<file path="src/rtl/dmem_arbiter.sv">
// Two-requester round-robin arbiter in front of a single-port data memory.
// One access per three cycles (IDLE -> ACCESS -> RESP); all memory-side outputs are registered.
module dmem_arbiter #(
    parameter int ADDR_W = 9,
    parameter int DATA_W = 32
) (
    input  logic              clk,
    input  logic              reset,
    input  logic              r0_req,
    input  logic              r1_req,
    input  logic              r0_we,
    input  logic              r1_we,
    input  logic [ADDR_W-1:0] r0_addr,
    input  logic [ADDR_W-1:0] r1_addr,
    input  logic [DATA_W-1:0] r0_wdata,
    input  logic [DATA_W-1:0] r1_wdata,
    output logic              r0_gnt,
    output logic              r1_gnt,
    output logic              r0_ack,
    output logic              r1_ack,
    output logic [DATA_W-1:0] r0_rdata,
    output logic [DATA_W-1:0] r1_rdata,
    output logic [ADDR_W-1:0] mem_addr,
    output logic              mem_read,
    output logic              mem_write,
    output logic [DATA_W-1:0] mem_wdata,
    input  logic [DATA_W-1:0] mem_rdata,
    output logic              busy
);

    typedef enum logic [1:0] {IDLE, ACCESS, RESP} state_t;

    state_t r_state;
    state_t w_next;

    logic              r_last_r1;
    logic              r_gnt0, r_gnt1;
    logic              r_ack0, r_ack1;
    logic              r_mem_read, r_mem_write;
    logic [ADDR_W-1:0] r_mem_addr;
    logic [DATA_W-1:0] r_mem_wdata;
    logic [DATA_W-1:0] r_rdata0, r_rdata1;

    logic              w_start, w_finish, w_pick_r1, w_we;
    logic [ADDR_W-1:0] w_addr;
    logic [DATA_W-1:0] w_wdata;

    always_ff @(posedge clk or negedge reset) begin
        if (!reset) r_state <= IDLE;
        else        r_state <= w_next;
    end

    always_comb begin
        w_next = r_state;
        case (r_state)
            IDLE:    if (r0_req || r1_req) w_next = ACCESS;
            ACCESS:  w_next = RESP;
            RESP:    w_next = IDLE;
            default: w_next = IDLE;
        endcase
    end

    // On a tie the requester that was not granted last wins; a lone request always wins.
    assign w_pick_r1 = r1_req && (!r0_req || !r_last_r1);
    assign w_start   = (r_state == IDLE) && (r0_req || r1_req);
    assign w_finish  = (r_state == ACCESS);
    assign w_we      = w_pick_r1 ? r1_we    : r0_we;
    assign w_addr    = w_pick_r1 ? r1_addr  : r0_addr;
    assign w_wdata   = w_pick_r1 ? r1_wdata : r0_wdata;

    always_ff @(posedge clk or negedge reset) begin
        if (!reset) begin
            r_last_r1   <= 1'b1;
            r_gnt0      <= 1'b0;
            r_gnt1      <= 1'b0;
            r_ack0      <= 1'b0;
            r_ack1      <= 1'b0;
            r_mem_read  <= 1'b0;
            r_mem_write <= 1'b0;
            r_mem_addr  <= '0;
            r_mem_wdata <= '0;
            r_rdata0    <= '0;
            r_rdata1    <= '0;
        end else if (w_start) begin
            r_last_r1   <= w_pick_r1;
            r_gnt0      <= !w_pick_r1;
            r_gnt1      <= w_pick_r1;
            r_mem_read  <= !w_we;
            r_mem_write <= w_we;
            r_mem_addr  <= w_addr;
            r_mem_wdata <= w_wdata;
        end else if (w_finish) begin
            // Memory-side registers return to zero so they are only non-zero during ACCESS.
            r_gnt0      <= 1'b0;
            r_gnt1      <= 1'b0;
            r_ack0      <= r_gnt0;
            r_ack1      <= r_gnt1;
            r_mem_read  <= 1'b0;
            r_mem_write <= 1'b0;
            r_mem_addr  <= '0;
            r_mem_wdata <= '0;
            if (r_mem_read && r_gnt0) r_rdata0 <= mem_rdata;
            if (r_mem_read && r_gnt1) r_rdata1 <= mem_rdata;
        end else begin
            r_ack0 <= 1'b0;
            r_ack1 <= 1'b0;
        end
    end

    assign r0_gnt    = r_gnt0;
    assign r1_gnt    = r_gnt1;
    assign r0_ack    = r_ack0;
    assign r1_ack    = r_ack1;
    assign r0_rdata  = r_rdata0;
    assign r1_rdata  = r_rdata1;
    assign mem_addr  = r_mem_addr;
    assign mem_read  = r_mem_read;
    assign mem_write = r_mem_write;
    assign mem_wdata = r_mem_wdata;
    assign busy      = (r_state != IDLE);

endmodule

</file>
<file path="config.mk">
export PLATFORM = sky130hd
export DESIGN_NAME = dmem_arbiter
export DESIGN_NICKNAME = d
export VERILOG_FILES = /design/src/rtl/dmem_arbiter.sv
export SDC_FILE = /design/constraint.sdc
export NUM_CORES = 1
export LEC_CHECK = 0
export ABC_AREA = 1
export CAP_MARGIN = 25
export CORE_AREA = 2 2 122 124
export DETAILED_ROUTE_END_ITERATION = 6
export DIE_AREA = 0 0 124 126
export GPL_ROUTABILITY_DRIVEN = 1
export PLACE_DENSITY = 0.68
export SETUP_SLACK_MARGIN = 0.3
export SYNTH_ARGS = -nofsm -noshare
export SYNTH_HDL_FRONTEND = slang
export SYNTH_SLANG_ARGS = --single-unit
</file>
<file path="constraint.sdc">
create_clock -name clk -period 1.4 [get_ports clk]
set_input_delay 0.35 -clock clk [delete_from_list [all_inputs] [get_ports clk]]
set_output_delay 0.35 -clock clk [all_outputs]
set_load 0.005 [all_outputs]
</file>
==> results of run 1 <==
kinds of logic after synthesis:
kind of cell / after synthesis / synth area share (%)
flip-flops: 114 / 57.9
AND/OR/NAND/NOR: 342 / 28.8
AO/OA/AOI/OAI: 65 / 6.83
buffers and inverters: 73 / 6.47
path summary, 6_finish.rpt:
check | end | cells past startpoint
worst max-delay path | mem_wdata[11] | 8
worst min-delay path | r_last_r1 | 3
worst max register to register | mem_wdata[11] | 8
worst min register to register | r1_rdata[2] | 2
max in group asynchronous | mem_read | 3
min in group asynchronous | mem_wdata[5] | 2
state kept, by name, indices dropped and copies added (netlist names):
signal     count
r0_rdata      32
r0_ack         1
mem_read       1
r1_gnt         1
r1_ack         1
r1_rdata      32
mem_addr       9
mem_wdata     32
r_last_r1      1
r_state        2
mem_write      1
r0_gnt         1
through the flow:
step / util (%) / worst slack, ns / std cells
2_1_floorplan: - / 0.284 / 594
3_3_place_gp: 53.3 / -0.193 / 999
3_5_place_dp: 53.3 / -0.241 / 999
5_1_grt: 65.1 / -0.0662 / 1140
4_1_cts: 60.4 / -0.0104 / 1095
6_report: 65.1 / -0.0287 / 1140
worst register-to-register path: cells and delay by family, from the launching register on:
kind / cells / cell delay (ns)
buffers and inverters: 4 / 0.58
DFF: 1 / 0.40
and+or+nand+nor: 3 / 0.26
AOI/OAI and AO/OA: 1 / 0.09
area by class of cell:
cell class | instances | area share, %
Timing Repair Buffer | 368 | 36.3
Multi-Input combinational cell | 407 | 22.8
Clock buffer | 18 | 4.61
Tap cell | 184 | 2.47
Inverter | 35 | 1.41
Sequential cell | 114 | 30.6
Clock inverter | 14 | 1.77
layout by cell type, fill, tap and decap left out, types with 15 or more instances in the layout:
cell               n
nand2_1          228
clkdlybuf4s50_1  116
dfrtp_1          113
buf_2            109
buf_4             86
nand3_1           50
nand3_2           39
inv_1             32
o21ai_0           25
o21ai_1           24
buf_6             22
clkbuf_16         21
buf_12            16
o21ai_2           15
per-layer routing:
layer	track usage, %	vias to the layer above	part of all wire, %
met4	6.87	0	1.7
met1	29.1	2619	40
met2	39.5	248	51
met5	0	-	0
met3	6.79	24	7.6
li1	-	2599	-
power by group through the flow:
stage | registers [mW] | logic (mW) | clock network (mW)
after floorplan | 5.88 | 2.63 | 0
after global placement | 5.76 | 7.22 | 0
after detailed placement | 5.81 | 7.41 | 0
after CTS | 5.72 | 8.40 | 4.35
after global routing | 5.94 | 10.9 | 4.56
final | 5.78 | 10.0 | 4.34
timing repair:
item / 4_1_cts / 5_1_grt
buffers inserted: 51 / 40
gates resized for setup: 539 / 65
pin swaps: 4 / 29
cloned: 12 / 5
endpoints found under the hold margin: 21 / 0
setup endpoints to repair: 224 / 225
hold buffers: 1 / 0
==> impl_metrics.json, run 1 <==
{
  "setup_viol": 4,
  "avgSynthCellArea_sq_um": 8.30,
  "ff2ff_setup_slack_ns": -0.03,
  "crit_buf_inv": 4,
  "cp-end-kind": "flip-flop",
  "cts_tree": "yes",
  "cts.htree.levels": 4,
  "synth_top_area_share_pct": 57.4,
  "detail_route.iter0.violations": 302,
  "crit_top_cell": "buf_6",
  "dieArea_sq_um": 15600,
  "fp.dieH_microns": 126,
  "synth-main-ff-cell": "dfrtp_1",
  "gp_congestion": 0.836,
  "p_clk_share_pct": 21.6,
  "path_max_fanout": 7,
  "grt_pass1_vias": 5450,
  "crit_family": "buffers and inverters",
  "total_power_mw": 20.1,
  "synth_top_area_cell": "dfrtp_1",
  "antenna_found_initial": 0,
  "hold_path.class": "primary input to flip-flop",
  "crit_path_max_incr_delay_ns": 0.40,
  "grt_use_total_pct": 23.4,
  "ys.warnings.count": 0,
  "synth.net_count": 714,
  "setup_slack_ns": -0.0287,
  "fillerInstances": 1187,
  "max_cap_viol_count": 0,
  "die_w_microns": 124,
  "drive_gt1_share_pct": 38.2,
  "grt_pass1_wl_microns": 28100,
  "tns_ns": -0.0424,
  "vias": 5490,
  "critical_path.startpoint": "r_state[1]",
  "required_ns": 1.69,
  "switching_share_pct": 35.0,
  "core_area_sq_um": 14300,
  "portBuffers": 231,
  "syn_area_sq_um": 4930,
  "final_nets": 1063,
  "seqCellArea_sq_um": 2850,
  "yosysMostFrequentCell": "nand2_1",
  "seqPwrFrac_pct": 28.7,
  "r2r-start": "r_state[1]",
  "combPwrFrac_pct": 49.7,
  "slowest_stage": "dfrtp_1",
  "fmax_mhz": 700,
  "p_sw_mw": 7.04,
  "p_int_mw": 13.1,
  "cts_made_buffers": 17,
  "arrival_ns": 1.72,
  "antenna_cells": 0,
  "ant_nets": 0,
  "ys_types": 16,
  "path_clk_slew_ns": 0.05,
  "drc": 0,
  "netlist_top_cells_area": "dfrtp_1 (57%), nand2_1 (19%), nand3_1 (9.0%), o21ai_0 (6.5%), inv_1 (2.4%)",
  "cts_root_buffer": "clkbuf_16",
  "tightest_slew_ns": 0.352,
  "seq_area_frac_synth_pct": 57.9,
  "vias_per_cell": 4.82,
  "dpl.hpwl_microns": 10900,
  "overflow": 0,
  "path_class": "flip-flop to flip-flop",
  "final_area_sq_um": 9320,
  "max_slew_margin_pct": 76.5,
  "clockBufferDepth": 2,
  "startpoint_type": "flip-flop",
  "area_growth_syn_to_layout_pct": 89.0,
  "wl_per_cell_microns": 16.8,
  "wl_microns": 19200,
  "multi_input_area_sq_um": 2120,
  "cts_sinks": 114,
  "final_max_slew_viol_count": 0,
  "rsz0062_at_grt": "true",
  "firstDrtPassIters": 4,
  "io-pin-count": 232,
  "holdWs_ns": 0.359,
  "synthTopCellsByCount": "nand2_1 (245), dfrtp_1 (113), nand3_1 (89)",
  "placed_area_sq_um": 7630,
  "period_minus_slack_ns": 1.43,
  "hold_violations": 0,
  "initial_core_util_pct": 34.4,
  "fin_crit_sh_pct": 102,
  "leakagePower_nw": 4.92,
  "synthArstFlopShare_pct": 100,
  "grt_max_degree": 47,
  "status": "finished, violations left",
  "insertion_delay_ns": 0.40,
  "vdd_drop_max_mv": 0.999,
  "min_from": "r1_req",
  "cp_cell_sequence": "buf_6 -> buf_6 -> nor2_4 -> o21ai_4 -> buf_12 -> clkbuf_16 -> nand3_2 -> nand2_1",
  "synthCells": 594,
  "ys_seq_elements": 114,
  "powerDensity_nw_per_um2": 2160,
  "synth_edf_count": 0,
  "failed_checks": "negative setup slack",
  "skew_ns": 0.0126,
  "rows": 44
}
(Power assumes the default switching activity.)
==> inputs of run 2 (changes only) <==
--- a/config.mk
+++ b/config.mk
@@ -10,9 +10,11 @@
 export CORE_AREA = 2 2 122 124
 export DETAILED_ROUTE_END_ITERATION = 6
 export DIE_AREA = 0 0 124 126
+export DONT_BUFFER_PORTS = 1
 export GPL_ROUTABILITY_DRIVEN = 1
-export PLACE_DENSITY = 0.68
+export PLACE_DENSITY = 0.47
 export SETUP_SLACK_MARGIN = 0.3
 export SYNTH_ARGS = -nofsm -noshare
 export SYNTH_HDL_FRONTEND = slang
 export SYNTH_SLANG_ARGS = --single-unit
+export TNS_END_PERCENT = 30
==> run 2 against run 1 <==
  * The run ends with negative hold slack left
  * First-iteration DRC count fell by 31%
  * Highest routed layer unchanged
  * Utilization fell by 21 points
  * Register-to-register slack improved by 0.12 ns
  * Largest cell class is now registers
  * Sequential cell count did not move
  * Largest power group is now sequential cells
  * Non-clock buffer count fell by 338
==> impl_metrics.json, run 2 (synthesized netlist as in run 1, its figures left out) <==
{
  "rsz0062_at_grt": "true",
  "final_max_slew_viol_count": 0,
  "dieArea_sq_um": 15600,
  "final_common_cell": "nand2_1",
  "path_class": "flip-flop to output port",
  "cts_root_buffer": "clkbuf_16",
  "powerDensity_nw_per_um2": 2400,
  "core_area_sq_um": 14300,
  "detail_route.iter0.violations": 207,
  "max_cap_viol_count": 0,
  "ant_nets": 0,
  "portBuffers": 0,
  "wl_per_cell_microns": 18.2,
  "critical_path.startpoint": "r_state[1]",
  "hold_violations": 114,
  "insertion_delay_ns": 0.41,
  "gp_congestion": 0.800,
  "leakagePower_nw": 3.27,
  "tns_ns": 0,
  "cp-end-kind": "output port",
  "initial_core_util_pct": 34.4,
  "grt_pass1_vias": 4007,
  "routed-wl-met2_microns": 7210,
  "drc": 0,
  "area_growth_syn_to_layout_pct": 26.8,
  "drive_gt1_share_pct": 15.4,
  "finalNonFillerCells": 802,
  "fin_crit_sh_pct": 94.1,
  "die_w_microns": 124,
  "antenna_found_initial": 0,
  "pre_cts_slack_ns": 0.119,
  "layout_common_cells": "nand2_1 (241), dfrtp_1 (108), nand3_1 (75)",
  "startpoint_type": "flip-flop",
  "grt_max_degree": 115,
  "met1_length_microns": 6050,
  "top_layer": "met4",
  "cts_sinks": 114,
  "io-pin-count": 232,
  "final_nets": 725,
  "r2r_cells": 6,
  "vias_per_cell": 5.00,
  "cts_made_buffers": 17,
  "rows": 44,
  "failed_checks": "negative hold slack",
  "path_max_fanout": 2,
  "period_minus_slack_ns": 1.32,
  "required_ns": 1.05,
  "max_slew_margin_pct": 81.3,
  "skew_ns": 0.0108,
  "status": "finished, violations left",
  "r2r-end": "r0_rdata[4]",
  "ff2ff_setup_slack_ns": 0.09,
  "hold_path.class": "primary input to async pin",
  "dpl.hpwl_microns": 8890,
  "cts_tree": "yes",
  "setup_slack_ns": 0.0827,
  "holdWs_ns": -0.362,
  "firstDrtPassIters": 4,
  "wl_microns": 14600,
  "grt_pass1_wl_microns": 21900,
  "fp.dieH_microns": 126,
  "r2r-start": "r_state[1]",
  "place_inst": 751,
  "path_clk_slew_ns": 0.05,
  "fmax_mhz": 759,
  "vias": 4009,
  "tightest_slew_ns": 0.280,
  "setup_viol": 0,
  "wl_met3_microns": 1160,
  "cts.htree.levels": 4,
  "clockBufferDepth": 2,
  "overflow": 0,
  "vdd_drop_max_mv": 0.788,
  "grt_use_total_pct": 18.3,
  "arrival_ns": 0.97,
  "antenna_cells": 0
}
[run 2: changes by cell type in the layout (fill, tap and decap cells not counted), sizes merged, moves of 3 or more]
| cell | delta |
|---|---|
| buf | -220 |
| clkbuf | +5 |
| clkdlybuf4s50 | -116 |
| clkinvlp | -3 |
[run 2: through the flow]
stage	power [mW]	utilization, %	instance area (sq um)	hold slack [ns]
after global routing	16.1	43.7	6250	-0.387
after global placement	9.56	36.0	5150	0.0579
after CTS	14.9	42.4	6070	-0.383
after floorplan	8.47	-	4980	0.0544
after detailed placement	9.69	36.0	5150	0.0571
final	15.0	43.7	6250	-0.362
[run 2: area by class of cell]
cell class	instances	area, sq um
fillers	1436	8060
inverters	35	131
clock buffers	23	488
multi-input cells	407	1900
clock inverters	9	104
flip-flops and latches	114	2860
well taps	184	230
repair buffers	30	539
[run 2: metal layers]
metal,vias up,track usage (%)
met2,152,28.8
met5,-,0
met3,19,6.39
li1,1925,-
met4,0,6.54
met1,1913,23.3
[run 2: report_power, final]
part / leakage, nW / internal, mW / switching, mW / total, mW
Clock: 0.289 / 2.80 / 1.47 / 4.27
Sequential: 1.39 / 4.90 / 1.48 / 6.38
Combinational: 1.59 / 1.97 / 2.39 / 4.36
Total: 3.27 / 9.67 / 5.34 / 15.0
[run 2: timing repair]
action	4_1_cts	5_1_grt
cloned	6	3
setup buffers	10	0
gates resized for setup	18	36
setup endpoints to repair	224	223
hold endpoints to repair	114	114
pin swaps	3	11
[run 2: worst max-delay path by stage]
stage                          endpoint  slack (ns)  depth (start not counted)
final                              busy        0.08                          2
after global routing        r0_rdata[8]        0.03                          6
after CTS                          busy        0.09                          2
after detailed placement  mem_wdata[27]        0.12                          7
after global placement    mem_wdata[25]        0.14                          7
after floorplan            mem_wdata[1]        0.28                          7
[run 2: critical path, stage by stage, from the launching register on]
cell and delay (ns):
dfrtp_1 0.41, inv_2 0.09, nand2_4 0.07
